### src/rtl/stall_timer.sv
// stall_timer: multi-channel programmable PC-stall timer.
// Each channel turns a rising edge on its request line into a stall of a
// programmed number of cycles; pcEn is low while any channel is stalling.
// A saturating statistic counts the cycles in which pcEn was low.
module stall_timer #(
   parameter int unsigned NUM_CH = 2,
   parameter int unsigned WIDTH  = 13,
   parameter int unsigned STAT_W = 16
) (
   input  logic                      clk,
   input  logic                      rst,
   input  logic [NUM_CH-1:0]         delayEn,
   input  logic [NUM_CH*WIDTH-1:0]   delayLen,
   input  logic [NUM_CH-1:0]         retrig,
   output logic                      pcEn,
   output logic [NUM_CH-1:0]         busy,
   output logic [NUM_CH-1:0]         done,
   output logic [STAT_W-1:0]         stallCycles
);

   logic [NUM_CH-1:0] prevQ;
   logic [NUM_CH-1:0] rise;
   logic [WIDTH-1:0]  cntQ [NUM_CH];
   logic [WIDTH-1:0]  cntD [NUM_CH];
   logic [NUM_CH-1:0] doneQ;
   logic [NUM_CH-1:0] doneD;
   logic [STAT_W-1:0] statQ;
   logic [STAT_W-1:0] statD;

   assign rise = delayEn & ~prevQ;

   // Per-channel counter next state: load on an accepted edge, else count down.
   always_comb begin
      for (int i = 0; i < NUM_CH; i++) begin
         cntD[i]  = cntQ[i];
         doneD[i] = 1'b0;
         if (rise[i] && ((cntQ[i] == '0) || retrig[i])) begin
            // A reload never reports expiry, even when it cancels (length 0).
            cntD[i] = delayLen[i*WIDTH +: WIDTH];
         end else if (cntQ[i] != '0) begin
            // A discarded edge (retrig = 0 while busy) lands here too.
            cntD[i]  = cntQ[i] - WIDTH'(1);
            doneD[i] = (cntQ[i] == WIDTH'(1));
         end
      end
   end

   // Busy flags and PC enable come straight from the counter registers.
   always_comb begin
      for (int i = 0; i < NUM_CH; i++) begin
         busy[i] = (cntQ[i] != '0);
      end
      pcEn = ~|busy;
   end

   // Stall statistic: count stalled cycles, hold at all-ones.
   always_comb begin
      statD = statQ;
      if (!pcEn && !(&statQ)) begin
         statD = statQ + STAT_W'(1);
      end
   end

   // State registers with synchronous reset taking priority over everything.
   always_ff @(posedge clk) begin
      if (rst) begin
         prevQ <= '0;
         doneQ <= '0;
         statQ <= '0;
         for (int i = 0; i < NUM_CH; i++) begin
            cntQ[i] <= '0;
         end
      end else begin
         prevQ <= delayEn;
         doneQ <= doneD;
         statQ <= statD;
         for (int i = 0; i < NUM_CH; i++) begin
            cntQ[i] <= cntD[i];
         end
      end
   end

   assign done        = doneQ;
   assign stallCycles = statQ;

endmodule

### config.mk
export PLATFORM = sky130hd
export DESIGN_NAME = stall_timer
export DESIGN_NICKNAME = d
export VERILOG_FILES = /design/src/rtl/stall_timer.sv
export SDC_FILE = /design/constraint.sdc
export NUM_CORES = 1
export LEC_CHECK = 0
export BUFFER_PORTS_ARGS = -buffer_cell sky130_fd_sc_hd__buf_2
export CAP_MARGIN = 10
export CORE_AREA = 4 4 72 74
export DETAILED_ROUTE_END_ITERATION = 12
export DIE_AREA = 0 0 76 78
export PLACE_DENSITY = 0.9
export SETUP_SLACK_MARGIN = 0.4
export SKIP_CTS_REPAIR_TIMING = 1
export SLEW_MARGIN = 10
export SYNTH_ARGS = -nofsm -noshare
export SYNTH_HDL_FRONTEND = slang
export SYNTH_SLANG_ARGS = --single-unit
### constraint.sdc
create_clock -name clk -period 4 [get_ports clk]
set_input_delay 0.6 -clock clk [delete_from_list [all_inputs] [get_ports clk]]
set_output_delay 0.6 -clock clk [all_outputs]
set_load 0.005 [all_outputs]
==> Yosys cells after proc, flatten, opt, wreduce, memory -nomap -nowiden <==
Memories as Yosys holds them, arrays and structs flattened.
Index checks and enable logic that the tools add are counted.
{ "classes": {"muxes": 9, "n_bitwise": 6, "n_reduce_logical": 15, "eq_ne": 2, "n_addsub": 3} }
{ "op_table": {"columns": ["cell", "count"], "rows": [
  ["2-to-1 mux 13 bit", 6],
  ["equality test 13 x 1 -> 1 bit (second input constant)", 2],
  ["zero test 13 bit", 2],
  ["nonzero test 13 bit", 2],
  ["subtractor 13 x 1 -> 13 bit (second input constant)", 2],
  ["adder 16 x 1 -> 16 bit (second input constant)", 1],
  ["AND reduction 16 bit", 1],
  ["OR reduction 3 bit", 2],
  ["logical AND 1 bit", 3],
  ["2-to-1 mux 1 bit", 3],
  ["AND 2 bit", 1],
  ["zero test 1 bit", 2],
  ["logical OR 1 bit", 2],
  ["inverter 1 bit", 2],
  ["inverter 2 bit", 1],
  ["bitwise OR 1 bit", 2],
  ["OR reduction 2 bit", 1]
]} }
{ "word_totals": {"reg_bits": 20, "n_memories": 1, "out_inout_bits": 21, "word_cells": 40, "ramBits": 26} }
{ "memory_table": {"columns": ["memory", "depth", "word_bits", "read_ports", "rd_ports_with_merged_regs", "wr", "line", "text"], "rows": [
  ["cntQ", 2, 13, 2, 0, 2, "23", "logic [WIDTH-1:0] cntQ [NUM_CH];"]
]} }

==> Longest topological paths before layout <==
{ "logic_depth": {"depth_word": 5, "depth_mapped": 9} }

==> Worst setup path after synthesis <==
Ideal clock, no wire load.
{ "synth_timing": {"path_type": "flip-flop to flip-flop", "start": "mem cntQ[0][0]", "end": "reg statQ[10], in the netlist stallCycles[10]", "arrival_time_ps": 1987, "slack_ps": 1892, "path_buffers": 1, "path_stages_with_launch": 9, "path_cell_list": "dfxtp_1 > inv_1 > ha_1 > nor3b_2 > and4_4 > buf_6 > a22o_4 > nor4_1 > mux2_2"} }
{ "synth_lines": {"columns": ["item", "line", "text"], "rows": [
  ["from (decl)", "23", null],
  ["to (signal assigned)", "76", "statQ <= statD;"],
  ["to (decl)", "27", "logic [STAT_W-1:0] statQ;"]
]} }

==> results.md <==
Outcome:
- The flow ran to the end, and the final reports show no timing, DRC or antenna violations.

Synthesis:
- The most used flip-flop cell after synthesis is sky130_fd_sc_hd__dfxtp_1.
- Yosys printed 0 warnings.
- The number of enable flip-flop cells after synthesis is 0.
- Counting every instance in the synthesized netlist gives 285.
- The register bit count reported by yosys is 46.
- In this run, distinct cell masters in the synthesized netlist total 45.
- Dividing the synthesized area by the synthesized cell count gives 8.552 um2.
- Synthesis produced a netlist with a net count of 322.
- The async set-reset flop share out of synthesis is 0%.
- The netlist area before placement is 2437 um2.
- After synthesis, flip-flops and latches occupy 37.78% of the total area.

STA:
- The number of endpoints with negative hold slack in the final report is 0.
- The smallest clock period supported by the final layout is computed as 2.681 ns.
- The final worst hold slack is 0.5133 ns.
- Between clock sinks in the finished design, the worst skew comes to 0.006922 ns.
- The worst path uses 67.03% of the clock period.
- Setup repair after global routing left no endpoint under its margin.
- The top achievable clock speed is 0.3730 GHz.
- The count of final max-slew check failures is 0.
- The relative max-transition margin is 39.99%.
- Setup violations remaining at the end of the flow were counted as 0.
- Setup total negative slack on the finished layout was measured at 0 ns.
- The transition time of the tightest slew-check pin is 0.9000 ns.

Global route:
- Entering global routing, the biggest net connects 31 pins.
- Summed over all layers, the global routing overflow is 0.
- The initial antenna violation count came to 0.
- The first global-routing pass estimated 9.315 mm of wire.
- The via count of the first global-routing pass is 2111.
- Global routing used 18.88% of the available tracks across all layers.

Route:
- In the routed layout, each cell is associated on average with a via count of 5.861.
- In this run, the number of DRC markers left after iteration 0 of detailed routing was 164.
- The number of design rule violations left after detail routing is 0.
- The sum of routed wire length over all layers is 5.443 mm.
- The count of nets left with antenna violations once routing finished came out at 0.
- In the final routed layout, each cell accounts on average for 14.03 um.
- The number of search-and-repair iterations in the first detailed-routing pass is 4.
- Detailed routing inserted a total of 2274 vias.

Finish:
- The fraction of layout cells with a size suffix above 1 is 22.75%.
- The count of filler cells inserted in the layout is 419.
- The repair_antennas step left the layout with diodes totalling 0.
- The top cell types in the final layout, fill and taps aside, are 52 x sky130_fd_sc_hd__buf_2, 46 x sky130_fd_sc_hd__dfxtp_1, 38 x sky130_fd_sc_hd__nor2_1.
- The area growth from synthesis to layout is 15.40%.
- The most common cell after layout, fill and taps aside is sky130_fd_sc_hd__buf_2.
- The number of nets in the final layout is 370.

Die:
- The total area inside the core boundary comes to 4598 um2.
- The initial standard-cell utilization of the core is 53.01%.
- The number of rows in the core area is 25.
- The die extent in x is 76 um.
- The height of the die is 78 um.
- The number of I/O pins is 53.
- The floorplan step defined a die boundary enclosing 5928 um2.

Clock network:
- The clock slew seen by the registers of the worst setup and hold paths is 0.09 ns.
- For this design, the sink count on the clock tree is 46.
- TritonCTS built the clock tree.
- For the worst-skew pair, the clock arrives at the later sink with an insertion delay of 0.30 ns.
- No sink is reached through more buffers than the 2 on the longest clock path.
- The H-tree was split into 2 levels.
- The cell at the root of the clock tree is sky130_fd_sc_hd__clkbuf_8.
- The number of buffers added by the clock tree synthesis step is 5.

Critical path:
- The startpoint of the worst-slack reg-to-reg timing path is cntQ[0][0].
- The critical path's most frequent cell is sky130_fd_sc_hd__inv_1.
- In this run the critical register-to-register path is captured at cntQ[0][1].
- The setup slack on the worst flop-to-flop path is 1.66 ns.
- For the worst setup path, the data required time is 3.40 ns.
- STA classifies the critical path endpoint as an output pin.
- STA puts the critical path data arrival time at 2.08 ns.
- The type of origin of the critical path is a flip-flop.
- The number of cells on the worst reg-to-reg path is 7.
- The worst stage delay on the critical path is 0.43 ns.
- The path type of the worst setup path is flip-flop to output pin.
- The critical path goes through inv_1 > ha_1 > nor3b_2 > and4_1 > inv_1 > nor2_1 > buf_2.
- The critical path's slowest cell is sky130_fd_sc_hd__nor3b_2.
- The cell family contributing the most delay on the critical path is simple AND/OR/NAND/NOR gates.
- Of all nets on the critical path, the largest fanout is 7.
- The total buffers and inverters traversed by the critical path is 3.

Hold path:
- The capture endpoint of the worst hold path is stallCycles[5].
- The worst min-delay path startpoint is stallCycles[5].
- The worst hold path passes through 2 cells.
- In this run the worst hold path is classified as flip-flop to flip-flop.

Power:
- In this run the static leakage power is 1.118 nW.
- The power density relative to cell area is 568.3 nW/um2.
- The maximum vdd ir drop is 0.0003358 V.

Place:
- The routability congestion estimate from global placement is 0.8408.
- Summed over all nets, the half-perimeter wirelength after detailed placement is 3.955 mm.
- The count of buffers from port buffering is 52.

Flow run:
- The max-cap violation count is 0.
worst max-delay path by stage:
stage,from,end,slack [ns],cells past startpoint
after floorplan,cntQ[0][0],stallCycles[10],1.89,8
after global placement,cntQ[0][0],cntQ[0][1],1.73,7
after detailed placement,cntQ[0][0],cntQ[0][1],1.68,7
after global routing,cntQ[0][13],pcEn,1.16,7
after CTS,cntQ[0][13],pcEn,1.33,7
final,cntQ[0][13],pcEn,1.32,7
flip-flops by register name (all words and copies together) (netlist names):
signal	cells
cntQ	26
stallCycles	16
done	2
prevQ	2
metrics by stage:
step                      std cells  setup slack [ns]  total power, mW  area [um2]  util, %
after CTS                       388             1.331            1.606        2813    61.17
final                           388             1.319            1.599        2813    61.17
after global routing            388             1.157            1.720        2813    61.17
after detailed placement        380             1.676            1.258        2704    58.80
after global placement          380             1.734            1.232        2704    58.80
after floorplan                 285             1.892            1.136        2437        -
cell usage after synthesis, types with 2 or more instances:
cell                        n  area share (%)
sky130_fd_sc_hd__buf_6      2            0.92
sky130_fd_sc_hd__nand3_1   13             2.7
sky130_fd_sc_hd__a211oi_1  20             6.2
sky130_fd_sc_hd__or3_1      9             2.3
sky130_fd_sc_hd__inv_1     15             2.3
sky130_fd_sc_hd__dfxtp_1   46              38
sky130_fd_sc_hd__o31a_1     2            0.72
sky130_fd_sc_hd__nand2_1   15             2.3
sky130_fd_sc_hd__nor3_1     4            0.82
sky130_fd_sc_hd__nand2b_1   5             1.3
sky130_fd_sc_hd__or4_1      5             1.5
sky130_fd_sc_hd__clkbuf_1   5            0.77
sky130_fd_sc_hd__nor4_2     4             2.1
sky130_fd_sc_hd__xor2_1     6             2.2
sky130_fd_sc_hd__nor2b_1    6             1.5
sky130_fd_sc_hd__mux2i_1    4             1.6
sky130_fd_sc_hd__nor4_1     7             1.8
sky130_fd_sc_hd__nor2_1    38             5.9
sky130_fd_sc_hd__and4_1     2            0.72
sky130_fd_sc_hd__a21oi_1   11             2.3
sky130_fd_sc_hd__o31ai_1    5             1.5
sky130_fd_sc_hd__a311oi_1   3             1.1
sky130_fd_sc_hd__o21ba_2    2            0.82
sky130_fd_sc_hd__o21ai_0    7             1.4
sky130_fd_sc_hd__nor3b_2    2             1.0
sky130_fd_sc_hd__and3_1     3            0.77
sky130_fd_sc_hd__a31oi_1    4             1.0
sky130_fd_sc_hd__xnor2_1   13             4.7
sky130_fd_sc_hd__ha_1       5             2.6
sky130_fd_sc_hd__nand4_1    4             1.0
sky130_fd_sc_hd__buf_2      4            0.82
tightest hold or removal path, stage by stage (launching register included):
cell and delay (ns):
sky130_fd_sc_hd__dfxtp_1 0.34, sky130_fd_sc_hd__o31ai_1 0.07, sky130_fd_sc_hd__a21oi_1 0.06
metal layers:
metal / vias to the layer above / GRT usage, % / wire length, um
met5: - / 0 / 0
met2: 62 / 30.65 / 2626
met3: 9 / 5.452 / 297
met1: 1071 / 23.35 / 2427
li1: 1132 / - / -
met4: 0 / 7.651 / 91
where the power goes:
group	total (mW)	switching (mW)	internal, mW
Sequential	0.681	0.122	0.558
Combinational	0.576	0.294	0.282
Clock	0.342	0.158	0.184
area by class of cell:
class	instances	area, um2	share of cell area (%)
multi-input combinational	212	1391	49.47
timing repair buffer	53	267.8	9.520
clock inverter	3	40.04	1.423
sequential	46	920.9	32.74
clock buffer	5	68.82	2.447
inverter	15	56.30	2.002
tap	54	67.56	2.402
cell families (layout without fill, tap and decap cells):
group / after synthesis / in the layout / share of synthesized area (%)
buffers and inverters: 27 / 76 / 5.133
AOI/OAI and AO/OA: 61 / 61 / 17.86
and+or+nand+nor: 122 / 122 / 27.72
DFF: 46 / 46 / 37.78
xor gates and xnor gates: 19 / 19 / 6.828
muxes: 5 / 5 / 2.105
adders and majority gates: 5 / 5 / 2.567
(Power assumes the default switching activity.)
